**src/rtl/punc_control_fsm_pkg.sv**
```systemverilog
// Shared encodings for the PUnC control FSM: states, LC3 opcodes, datapath select codes.
// Pure definitions, no logic or latency; nothing here carries handshake or backpressure.
// Also holds the per-opcode control bundle exchanged between decoder and FSM.
package punc_ctrl_pkg;

    typedef enum logic [2:0] {
        ST_FETCH  = 3'd0,
        ST_DECODE = 3'd1,
        ST_EXEC   = 3'd2,
        ST_EXEC2  = 3'd3,
        ST_HALT   = 3'd4
    } state_t;

    localparam logic [3:0] OP_BR   = 4'b0000;
    localparam logic [3:0] OP_ADD  = 4'b0001;
    localparam logic [3:0] OP_LD   = 4'b0010;
    localparam logic [3:0] OP_ST   = 4'b0011;
    localparam logic [3:0] OP_JSR  = 4'b0100;
    localparam logic [3:0] OP_AND  = 4'b0101;
    localparam logic [3:0] OP_LDR  = 4'b0110;
    localparam logic [3:0] OP_STR  = 4'b0111;
    localparam logic [3:0] OP_RTI  = 4'b1000;
    localparam logic [3:0] OP_NOT  = 4'b1001;
    localparam logic [3:0] OP_LDI  = 4'b1010;
    localparam logic [3:0] OP_STI  = 4'b1011;
    localparam logic [3:0] OP_JMP  = 4'b1100;
    localparam logic [3:0] OP_RES  = 4'b1101;
    localparam logic [3:0] OP_LEA  = 4'b1110;
    localparam logic [3:0] OP_TRAP = 4'b1111;

    localparam logic [1:0] MEM_ADDR_PC    = 2'b00;
    localparam logic [1:0] MEM_ADDR_ALU   = 2'b01;
    localparam logic [1:0] MEM_ADDR_STORE = 2'b10;

    localparam logic [1:0] RF_W_PC  = 2'b00;
    localparam logic [1:0] RF_W_MEM = 2'b01;
    localparam logic [1:0] RF_W_ALU = 2'b10;

    localparam logic [1:0] ALU_ADD    = 2'b00;
    localparam logic [1:0] ALU_AND    = 2'b01;
    localparam logic [1:0] ALU_PASS_A = 2'b10;
    localparam logic [1:0] ALU_NOT    = 2'b11;

    localparam logic [1:0] IMM_5  = 2'b00;
    localparam logic [1:0] IMM_6  = 2'b01;
    localparam logic [1:0] IMM_9  = 2'b10;
    localparam logic [1:0] IMM_11 = 2'b11;

    localparam logic A_SEL_PC     = 1'b0;
    localparam logic A_SEL_RF     = 1'b1;
    localparam logic B_SEL_RF     = 1'b0;
    localparam logic B_SEL_IMM    = 1'b1;
    localparam logic PC_DATA_OFF  = 1'b0;
    localparam logic PC_DATA_ALU  = 1'b1;
    localparam logic PC_ADD_OFF11 = 1'b0;
    localparam logic PC_ADD_OFF9  = 1'b1;
    localparam logic NZP_SEL_ALU  = 1'b0;
    localparam logic NZP_SEL_MEM  = 1'b1;

    typedef struct packed {
        logic       pc_ld;
        logic       pc_data_sel;
        logic       pc_add_sel;
        logic [1:0] mem_addr_sel;
        logic       store_ld;
        logic       mem_w_en;
        logic       rf_w_en;
        logic [1:0] rf_w_sel;
        logic [2:0] rf_r_addr_0;
        logic [2:0] rf_r_addr_1;
        logic [2:0] rf_w_addr;
        logic       a_sel;
        logic       b_sel;
        logic [1:0] imm_sel;
        logic [1:0] alu_sel;
        logic       nzp_ld;
        logic       nzp_sel;
        logic       two_phase;
        logic       halt;
    } ctrl_t;

    function automatic logic br_taken(input logic [2:0] cond, input logic [2:0] nzp);
        return |(cond & nzp);
    endfunction

endpackage

```
**src/rtl/punc_control_fsm_if.sv**
```systemverilog
// Control/status bundle between the PUnC controller (master) and its datapath (slave).
// Wires only, zero latency; no handshake, the datapath obeys strobes unconditionally.
// The datapath returns IR and comparator flags; everything else flows toward it.
interface punc_control_fsm_if;
    logic [15:0] ir;
    logic        cmp_n;
    logic        cmp_z;
    logic        cmp_p;
    logic        pc_ld;
    logic        pc_clr;
    logic        pc_inc;
    logic        ir_ld;
    logic        store_ld;
    logic        mem_w_en;
    logic        rf_w_en;
    logic        nzp_ld_dp;
    logic        pc_data_sel;
    logic        pc_add_sel;
    logic [1:0]  mem_addr_sel;
    logic [1:0]  rf_w_sel;
    logic [2:0]  rf_r_addr_0;
    logic [2:0]  rf_r_addr_1;
    logic [2:0]  rf_w_addr;
    logic        a_sel;
    logic        b_sel;
    logic [1:0]  imm_sel;
    logic [1:0]  alu_sel;
    logic        nzp_sel;
    logic [2:0]  nzp;
    logic        halted;

    modport master (
        input  ir, cmp_n, cmp_z, cmp_p,
        output pc_ld, pc_clr, pc_inc, ir_ld, store_ld, mem_w_en, rf_w_en, nzp_ld_dp,
        output pc_data_sel, pc_add_sel, mem_addr_sel, rf_w_sel,
        output rf_r_addr_0, rf_r_addr_1, rf_w_addr,
        output a_sel, b_sel, imm_sel, alu_sel, nzp_sel, nzp, halted
    );

    modport slave (
        output ir, cmp_n, cmp_z, cmp_p,
        input  pc_ld, pc_clr, pc_inc, ir_ld, store_ld, mem_w_en, rf_w_en, nzp_ld_dp,
        input  pc_data_sel, pc_add_sel, mem_addr_sel, rf_w_sel,
        input  rf_r_addr_0, rf_r_addr_1, rf_w_addr,
        input  a_sel, b_sel, imm_sel, alu_sel, nzp_sel, nzp, halted
    );
endinterface

```
**src/rtl/punc_control_fsm_decode.sv**
```systemverilog
// Instruction decoder: maps IR (and current NZP for branches) to EXEC and EXEC2 control bundles.
// Purely combinational, zero latency; no backpressure, the FSM decides when a bundle applies.
// Bundles carry two_phase (go to EXEC2) and halt flags for next-state selection.
module punc_ctrl_decode
    import punc_ctrl_pkg::*;
(
    input  logic [15:0] ir,
    input  logic [2:0]  nzp,
    output ctrl_t       exec_ctrl,
    output ctrl_t       exec2_ctrl
);

    logic [3:0] op;
    assign op = ir[15:12];

    always_comb begin
        exec_ctrl  = '0;
        exec2_ctrl = '0;
        exec2_ctrl.mem_addr_sel = MEM_ADDR_STORE;

        case (op)
            OP_ADD, OP_AND, OP_NOT: begin
                exec_ctrl.rf_r_addr_0 = ir[8:6];
                exec_ctrl.a_sel       = A_SEL_RF;
                if (op == OP_NOT) begin
                    exec_ctrl.alu_sel = ALU_NOT;
                end else begin
                    exec_ctrl.alu_sel = (op == OP_AND) ? ALU_AND : ALU_ADD;
                    if (ir[5]) begin
                        exec_ctrl.b_sel   = B_SEL_IMM;
                        exec_ctrl.imm_sel = IMM_5;
                    end else begin
                        exec_ctrl.rf_r_addr_1 = ir[2:0];
                    end
                end
                exec_ctrl.rf_w_sel  = RF_W_ALU;
                exec_ctrl.rf_w_addr = ir[11:9];
                exec_ctrl.rf_w_en   = 1'b1;
                exec_ctrl.nzp_sel   = NZP_SEL_ALU;
                exec_ctrl.nzp_ld    = 1'b1;
            end
            OP_BR: begin
                if (br_taken(ir[11:9], nzp)) begin
                    exec_ctrl.pc_ld       = 1'b1;
                    exec_ctrl.pc_data_sel = PC_DATA_OFF;
                    exec_ctrl.pc_add_sel  = PC_ADD_OFF9;
                end
            end
            OP_JMP: begin
                exec_ctrl.rf_r_addr_0 = ir[8:6];
                exec_ctrl.a_sel       = A_SEL_RF;
                exec_ctrl.alu_sel     = ALU_PASS_A;
                exec_ctrl.pc_data_sel = PC_DATA_ALU;
                exec_ctrl.pc_ld       = 1'b1;
            end
            OP_JSR: begin
                // R7 write and PC load share one edge, so R7 sees the incremented PC.
                exec_ctrl.rf_w_sel  = RF_W_PC;
                exec_ctrl.rf_w_addr = 3'd7;
                exec_ctrl.rf_w_en   = 1'b1;
                exec_ctrl.pc_ld     = 1'b1;
                if (ir[11]) begin
                    exec_ctrl.pc_add_sel  = PC_ADD_OFF11;
                    exec_ctrl.pc_data_sel = PC_DATA_OFF;
                end else begin
                    exec_ctrl.rf_r_addr_0 = ir[8:6];
                    exec_ctrl.a_sel       = A_SEL_RF;
                    exec_ctrl.alu_sel     = ALU_PASS_A;
                    exec_ctrl.pc_data_sel = PC_DATA_ALU;
                end
            end
            OP_LD, OP_LDR, OP_ST, OP_STR: begin
                exec_ctrl.b_sel        = B_SEL_IMM;
                exec_ctrl.alu_sel      = ALU_ADD;
                exec_ctrl.mem_addr_sel = MEM_ADDR_ALU;
                if (op == OP_LDR || op == OP_STR) begin
                    exec_ctrl.a_sel       = A_SEL_RF;
                    exec_ctrl.rf_r_addr_0 = ir[8:6];
                    exec_ctrl.imm_sel     = IMM_6;
                end else begin
                    exec_ctrl.a_sel   = A_SEL_PC;
                    exec_ctrl.imm_sel = IMM_9;
                end
                if (op == OP_LD || op == OP_LDR) begin
                    exec_ctrl.rf_w_sel  = RF_W_MEM;
                    exec_ctrl.rf_w_addr = ir[11:9];
                    exec_ctrl.rf_w_en   = 1'b1;
                    exec_ctrl.nzp_sel   = NZP_SEL_MEM;
                    exec_ctrl.nzp_ld    = 1'b1;
                end else begin
                    exec_ctrl.rf_r_addr_1 = ir[11:9];
                    exec_ctrl.mem_w_en    = 1'b1;
                end
            end
            OP_LEA: begin
                exec_ctrl.a_sel     = A_SEL_PC;
                exec_ctrl.b_sel     = B_SEL_IMM;
                exec_ctrl.imm_sel   = IMM_9;
                exec_ctrl.alu_sel   = ALU_ADD;
                exec_ctrl.rf_w_sel  = RF_W_ALU;
                exec_ctrl.rf_w_addr = ir[11:9];
                exec_ctrl.rf_w_en   = 1'b1;
            end
            OP_LDI, OP_STI: begin
                exec_ctrl.a_sel        = A_SEL_PC;
                exec_ctrl.b_sel        = B_SEL_IMM;
                exec_ctrl.imm_sel      = IMM_9;
                exec_ctrl.alu_sel      = ALU_ADD;
                exec_ctrl.mem_addr_sel = MEM_ADDR_ALU;
                exec_ctrl.store_ld     = 1'b1;
                exec_ctrl.two_phase    = 1'b1;
                if (op == OP_LDI) begin
                    exec2_ctrl.rf_w_sel  = RF_W_MEM;
                    exec2_ctrl.rf_w_addr = ir[11:9];
                    exec2_ctrl.rf_w_en   = 1'b1;
                    exec2_ctrl.nzp_sel   = NZP_SEL_MEM;
                    exec2_ctrl.nzp_ld    = 1'b1;
                end else begin
                    exec2_ctrl.rf_r_addr_1 = ir[11:9];
                    exec2_ctrl.mem_w_en    = 1'b1;
                end
            end
            OP_TRAP: exec_ctrl.halt = 1'b1;
            default: ;
        endcase
    end

endmodule

```
**src/rtl/punc_control_fsm.sv**
```systemverilog
// PUnC LC3 multi-cycle controller: FETCH/DECODE/EXEC[/EXEC2] sequencing, NZP register, branch decision.
// Latency: 3 cycles per instruction, 4 for LDI/STI; strobes are combinational from state and IR.
// No backpressure: the datapath must act on every strobe. PUNC_INSTR_COUNT_EN adds retired_count.
module punc_control_fsm
    import punc_ctrl_pkg::*;
(
    input  logic                   clk,
    input  logic                   rst,
    punc_control_fsm_if.master     dp
`ifdef PUNC_INSTR_COUNT_EN
    ,
    output logic [31:0]            retired_count
`endif
);

    state_t     state_q;
    state_t     state_d;
    logic [2:0] nzp_q;
    ctrl_t      exec_c;
    ctrl_t      exec2_c;
    ctrl_t      ctrl;
    logic       pc_clr;
    logic       ir_ld;
    logic       pc_inc;

    punc_ctrl_decode u_decode (
        .ir         (dp.ir),
        .nzp        (nzp_q),
        .exec_ctrl  (exec_c),
        .exec2_ctrl (exec2_c)
    );

    always_ff @(posedge clk) begin
        if (rst) begin
            state_q <= ST_FETCH;
            nzp_q   <= 3'b010;
        end else begin
            state_q <= state_d;
            if (ctrl.nzp_ld) begin
                nzp_q <= {dp.cmp_n, dp.cmp_z, dp.cmp_p};
            end
        end
    end

    // Reset masks every strobe except pc_clr, so an in-flight write is dropped.
    always_comb begin
        ctrl    = '0;
        state_d = state_q;
        pc_clr  = 1'b0;
        ir_ld   = 1'b0;
        pc_inc  = 1'b0;
        if (rst) begin
            pc_clr  = 1'b1;
            state_d = ST_FETCH;
        end else begin
            case (state_q)
                ST_FETCH: begin
                    ctrl.mem_addr_sel = MEM_ADDR_PC;
                    ir_ld   = 1'b1;
                    pc_inc  = 1'b1;
                    state_d = ST_DECODE;
                end
                ST_DECODE: state_d = ST_EXEC;
                ST_EXEC: begin
                    ctrl = exec_c;
                    if (ctrl.halt) begin
                        state_d = ST_HALT;
                    end else if (ctrl.two_phase) begin
                        state_d = ST_EXEC2;
                    end else begin
                        state_d = ST_FETCH;
                    end
                end
                ST_EXEC2: begin
                    ctrl    = exec2_c;
                    state_d = ST_FETCH;
                end
                ST_HALT:  state_d = ST_HALT;
                default:  state_d = ST_FETCH;
            endcase
        end
    end

    assign dp.pc_clr       = pc_clr;
    assign dp.ir_ld        = ir_ld;
    assign dp.pc_inc       = pc_inc;
    assign dp.pc_ld        = ctrl.pc_ld;
    assign dp.store_ld     = ctrl.store_ld;
    assign dp.mem_w_en     = ctrl.mem_w_en;
    assign dp.rf_w_en      = ctrl.rf_w_en;
    assign dp.nzp_ld_dp    = ctrl.nzp_ld;
    assign dp.pc_data_sel  = ctrl.pc_data_sel;
    assign dp.pc_add_sel   = ctrl.pc_add_sel;
    assign dp.mem_addr_sel = ctrl.mem_addr_sel;
    assign dp.rf_w_sel     = ctrl.rf_w_sel;
    assign dp.rf_r_addr_0  = ctrl.rf_r_addr_0;
    assign dp.rf_r_addr_1  = ctrl.rf_r_addr_1;
    assign dp.rf_w_addr    = ctrl.rf_w_addr;
    assign dp.a_sel        = ctrl.a_sel;
    assign dp.b_sel        = ctrl.b_sel;
    assign dp.imm_sel      = ctrl.imm_sel;
    assign dp.alu_sel      = ctrl.alu_sel;
    assign dp.nzp_sel      = ctrl.nzp_sel;
    assign dp.nzp          = nzp_q;
    assign dp.halted       = (state_q == ST_HALT);

`ifdef PUNC_INSTR_COUNT_EN
    logic [31:0] count_q;
    logic        retire;

    // Final execute cycle: EXEC of a single-phase op (TRAP included) or EXEC2.
    assign retire = !rst && ((state_q == ST_EXEC && !exec_c.two_phase) || state_q == ST_EXEC2);

    always_ff @(posedge clk) begin
        if (rst) begin
            count_q <= '0;
        end else if (retire && count_q != 32'hFFFF_FFFF) begin
            count_q <= count_q + 32'd1;
        end
    end

    assign retired_count = count_q;
`endif

endmodule

```
**src/flat_wrapper.sv**
```systemverilog
// flat-port wrapper written by rule: the top's interface ports become plain ports
module punc_control_fsm_flat import punc_ctrl_pkg::*;
  (clk, rst, dp_ir, dp_cmp_n, dp_cmp_z, dp_cmp_p, dp_pc_ld, dp_pc_clr, dp_pc_inc, dp_ir_ld, dp_store_ld, dp_mem_w_en, dp_rf_w_en, dp_nzp_ld_dp, dp_pc_data_sel, dp_pc_add_sel, dp_mem_addr_sel, dp_rf_w_sel, dp_rf_r_addr_0, dp_rf_r_addr_1, dp_rf_w_addr, dp_a_sel, dp_b_sel, dp_imm_sel, dp_alu_sel, dp_nzp_sel, dp_nzp, dp_halted);
  punc_control_fsm_if dp_i ();
  input  logic clk;
  input  logic rst;
  input wire logic [$bits(dp_i.ir)-1:0] dp_ir;
  input wire logic [$bits(dp_i.cmp_n)-1:0] dp_cmp_n;
  input wire logic [$bits(dp_i.cmp_z)-1:0] dp_cmp_z;
  input wire logic [$bits(dp_i.cmp_p)-1:0] dp_cmp_p;
  output wire logic [$bits(dp_i.pc_ld)-1:0] dp_pc_ld;
  output wire logic [$bits(dp_i.pc_clr)-1:0] dp_pc_clr;
  output wire logic [$bits(dp_i.pc_inc)-1:0] dp_pc_inc;
  output wire logic [$bits(dp_i.ir_ld)-1:0] dp_ir_ld;
  output wire logic [$bits(dp_i.store_ld)-1:0] dp_store_ld;
  output wire logic [$bits(dp_i.mem_w_en)-1:0] dp_mem_w_en;
  output wire logic [$bits(dp_i.rf_w_en)-1:0] dp_rf_w_en;
  output wire logic [$bits(dp_i.nzp_ld_dp)-1:0] dp_nzp_ld_dp;
  output wire logic [$bits(dp_i.pc_data_sel)-1:0] dp_pc_data_sel;
  output wire logic [$bits(dp_i.pc_add_sel)-1:0] dp_pc_add_sel;
  output wire logic [$bits(dp_i.mem_addr_sel)-1:0] dp_mem_addr_sel;
  output wire logic [$bits(dp_i.rf_w_sel)-1:0] dp_rf_w_sel;
  output wire logic [$bits(dp_i.rf_r_addr_0)-1:0] dp_rf_r_addr_0;
  output wire logic [$bits(dp_i.rf_r_addr_1)-1:0] dp_rf_r_addr_1;
  output wire logic [$bits(dp_i.rf_w_addr)-1:0] dp_rf_w_addr;
  output wire logic [$bits(dp_i.a_sel)-1:0] dp_a_sel;
  output wire logic [$bits(dp_i.b_sel)-1:0] dp_b_sel;
  output wire logic [$bits(dp_i.imm_sel)-1:0] dp_imm_sel;
  output wire logic [$bits(dp_i.alu_sel)-1:0] dp_alu_sel;
  output wire logic [$bits(dp_i.nzp_sel)-1:0] dp_nzp_sel;
  output wire logic [$bits(dp_i.nzp)-1:0] dp_nzp;
  output wire logic [$bits(dp_i.halted)-1:0] dp_halted;
  assign dp_i.ir = dp_ir;
  assign dp_i.cmp_n = dp_cmp_n;
  assign dp_i.cmp_z = dp_cmp_z;
  assign dp_i.cmp_p = dp_cmp_p;
  assign dp_pc_ld = dp_i.pc_ld;
  assign dp_pc_clr = dp_i.pc_clr;
  assign dp_pc_inc = dp_i.pc_inc;
  assign dp_ir_ld = dp_i.ir_ld;
  assign dp_store_ld = dp_i.store_ld;
  assign dp_mem_w_en = dp_i.mem_w_en;
  assign dp_rf_w_en = dp_i.rf_w_en;
  assign dp_nzp_ld_dp = dp_i.nzp_ld_dp;
  assign dp_pc_data_sel = dp_i.pc_data_sel;
  assign dp_pc_add_sel = dp_i.pc_add_sel;
  assign dp_mem_addr_sel = dp_i.mem_addr_sel;
  assign dp_rf_w_sel = dp_i.rf_w_sel;
  assign dp_rf_r_addr_0 = dp_i.rf_r_addr_0;
  assign dp_rf_r_addr_1 = dp_i.rf_r_addr_1;
  assign dp_rf_w_addr = dp_i.rf_w_addr;
  assign dp_a_sel = dp_i.a_sel;
  assign dp_b_sel = dp_i.b_sel;
  assign dp_imm_sel = dp_i.imm_sel;
  assign dp_alu_sel = dp_i.alu_sel;
  assign dp_nzp_sel = dp_i.nzp_sel;
  assign dp_nzp = dp_i.nzp;
  assign dp_halted = dp_i.halted;
  punc_control_fsm u_core (.clk(clk), .rst(rst), .dp(dp_i));
endmodule
```
**config.mk**
```make
export PLATFORM = sky130hd
export DESIGN_NAME = punc_control_fsm_flat
export DESIGN_NICKNAME = d
export VERILOG_FILES = /design/src/rtl/punc_control_fsm_pkg.sv /design/src/rtl/punc_control_fsm_if.sv /design/src/rtl/punc_control_fsm_decode.sv /design/src/rtl/punc_control_fsm.sv /design/src/flat_wrapper.sv
export SDC_FILE = /design/constraint.sdc
export NUM_CORES = 1
export LEC_CHECK = 0
export CELL_PAD_IN_SITES_DETAIL_PLACEMENT = 0
export CELL_PAD_IN_SITES_GLOBAL_PLACEMENT = 2
export CORE_ASPECT_RATIO = 0.75
export CORE_UTILIZATION = 21
export CTS_CLUSTER_DIAMETER = 200
export DETAILED_ROUTE_END_ITERATION = 10
export PLACE_DENSITY_LB_ADDON = 0.08
export REMOVE_ABC_BUFFERS = 1
export SLEW_MARGIN = 20
export SYNTH_ARGS = -nofsm -noshare
export SYNTH_HDL_FRONTEND = slang
export SYNTH_HIERARCHICAL = 1
export SYNTH_SLANG_ARGS = --single-unit
```
**constraint.sdc**
```tcl
create_clock -name clk -period 1.4 [get_ports clk]
set_input_delay 0.21 -clock clk [delete_from_list [all_inputs] [get_ports clk]]
set_output_delay 0.21 -clock clk [all_outputs]
set_load 0.02 [all_outputs]
```
==> flow_summary.toml <==
[finish]
drive_gt1_frac = 0.538
final_common_cell = "buf_4"
area_delta_synth_final_pct = 79.4
fin_util = 0.404
final_net_count = 302
mostFrequentLayoutCells = "buf_4 (75), nor2_1 (36), a22oi_2 (19)"
fillers = 658
antennaDiodeCount = 0

[timing]
rsz0062_at_grt = "yes"
maxSlewViolCount = 0
hold_slack_ns = 0.566
hold_violations = 0
fin_crit_sh = 1.29
timing.fmax_mhz = 552
setup_ws_ns = -0.412
fin_crit_ns = 1.81
setup_viol = 29
skew_ns = 0.000823

[worst_setup_path]
cp_max_fo = 2
r2r_end = "u_core/dp.nzp[0]"
crit_end = "dp_pc_ld"
cp-end-kind = "primary output"
regToRegStartpoint = "u_core/state_q[0]"
reg2reg_depth = 6
crit_path_frequent_cell = "buf_4"
r2r_setup_slack_ns = 0.08
max_stage_delay_ns = 0.32
start_kind = "register"
crit_start = "u_core/dp.nzp[0]"
cp.required_ns = 1.19
cp_cell_sequence = "a222oi_1 -> buf_4 -> nor2_2 -> o21a_1 -> a22oi_1 -> nor2_1 -> buf_4"
cpMaxStageDelayCell = "a222oi_1"
crit_arrival_ns = 1.60
crit_type = "register to primary output"

[power]
p_leak_nw = 1.05
ir_drop_v = 0.000244
power.density_nw_per_um2 = 425
total_power_mw = 1.03

[placed_design]
place.gp.congestion = 0.724
io_buffer_count = 52
dp_hpwl_mm = 3.35

[floorplanning]
die-area_um2 = 6780
start_util = 0.225
die_h_um = 71.5
io_pins = 55
core_area_um2 = 6010
die_x_um = 94.7
row_count = 24

[cts]
cts_tree = "built"
clockRootBuffer = "clkbuf_8"
hold_buffers = 0
ctsLongestPathBuffers = 2
htreeDepth = 1
cts_sinks = 6
clk_pin_slew_ns = 0.04
clk_latency_ns = 0.22
cts_buffers = 3

[route]
firstDrtPassIters = 4
drt_wl_total_mm = 4.81
drc = 0
wire_per_inst_um = 13.5
via_count = 1596
vias_per_cell = 4.47
final_antenna_net_count = 0
drt_iter0_markers = 51

[job]
cap_viol_max_count = 0

[yosys]
netlist_area_um2 = 1350
synth_warnings = 6
synth_cells = 190
avgSynthCellArea_um2 = 7.13

[grt]
grt_overflow = 0
grt_pass1_vias = 1684
grt_use_total = 0.149
grt_start_max_net_pins = 25
grt_pass1_wl_mm = 8.00
antenna_found_initial = 0

[status]
status = "finished, violations left"
violations = "setup timing"

[hold_path]
hold_class = "register to register"
[state kept, by name, indices dropped and copies added, names as in the netlist]
| signal | cells |
|---|---|
| u_core/state_q | 3 |
| u_core/dp.nzp | 3 |
[worst min path at each step]
stage | start | end | slack, ns | cells past startpoint
final | u_core/state_q[1] | u_core/state_q[0] | 0.57 | 2
after global routing | u_core/state_q[1] | u_core/state_q[0] | 0.58 | 2
after CTS | dp_cmp_p | u_core/dp.nzp[0] | 0.56 | 3
after detailed placement | u_core/state_q[1] | u_core/state_q[0] | 0.60 | 2
after global placement | u_core/dp.nzp[2] | u_core/dp.nzp[2] | 0.59 | 3
after floorplan | rst | u_core/state_q[1] | 0.29 | 1
[cell type report]
| class | instances | area (um^2) | area share |
|---|---|---|---|
| sequential | 6 | 128 | 0.0526 |
| multi-input combinational | 159 | 1210 | 0.500 |
| clock buffer | 3 | 41.3 | 0.0170 |
| timing repair buffer | 110 | 943 | 0.388 |
| inverter | 1 | 3.75 | 0.00155 |
| tap | 78 | 97.6 | 0.0402 |
[per-layer routing]
| layer | global-route usage | up-vias | part of all wire |
|---|---|---|---|
| met2 | 0.241 | 45 | 0.46 |
| met5 | 0 | - | 0 |
| li1 | - | 807 | - |
| met4 | 0.0219 | 0 | 0 |
| met1 | 0.211 | 744 | 0.50 |
| met3 | 0.0223 | 0 | 0.043 |
[critical path: cells and delay by family, from the launching register on]
family | cells | cell delay (ns)
compound gates | 3 | 0.65
simple gates | 2 | 0.09
flops | 1 | 0.31
buf+inv | 2 | 0.33
[timing repair]
action | in CTS | in global routing
resized for setup | 218 | 33
pin swaps | 16 | 29
gates cloned | 4 | 0
setup endpoints to repair | 40 | 36
setup buffers | 9 | 5
[through the flow]
step                TNS, ns  setup slack, ns  instance area (um^2)  cells
floorplan            -10.99           -0.479                  1130    166
global placement     -31.15            -1.11                  2100    340
detailed placement   -32.28            -1.14                  2100    340
CTS                   -7.23           -0.427                  2330    356
global route          -8.56           -0.481                  2430    357
finish                -6.47           -0.412                  2430    357
[power by group]
group	internal (mW)	leakage, nW	total [mW]	switching, mW
registers	0.178	0.0508	0.188	0.00911
logic	0.306	0.983	0.592	0.286
clock network	0.184	0.0216	0.254	0.0694
(Power assumes the default switching activity.)
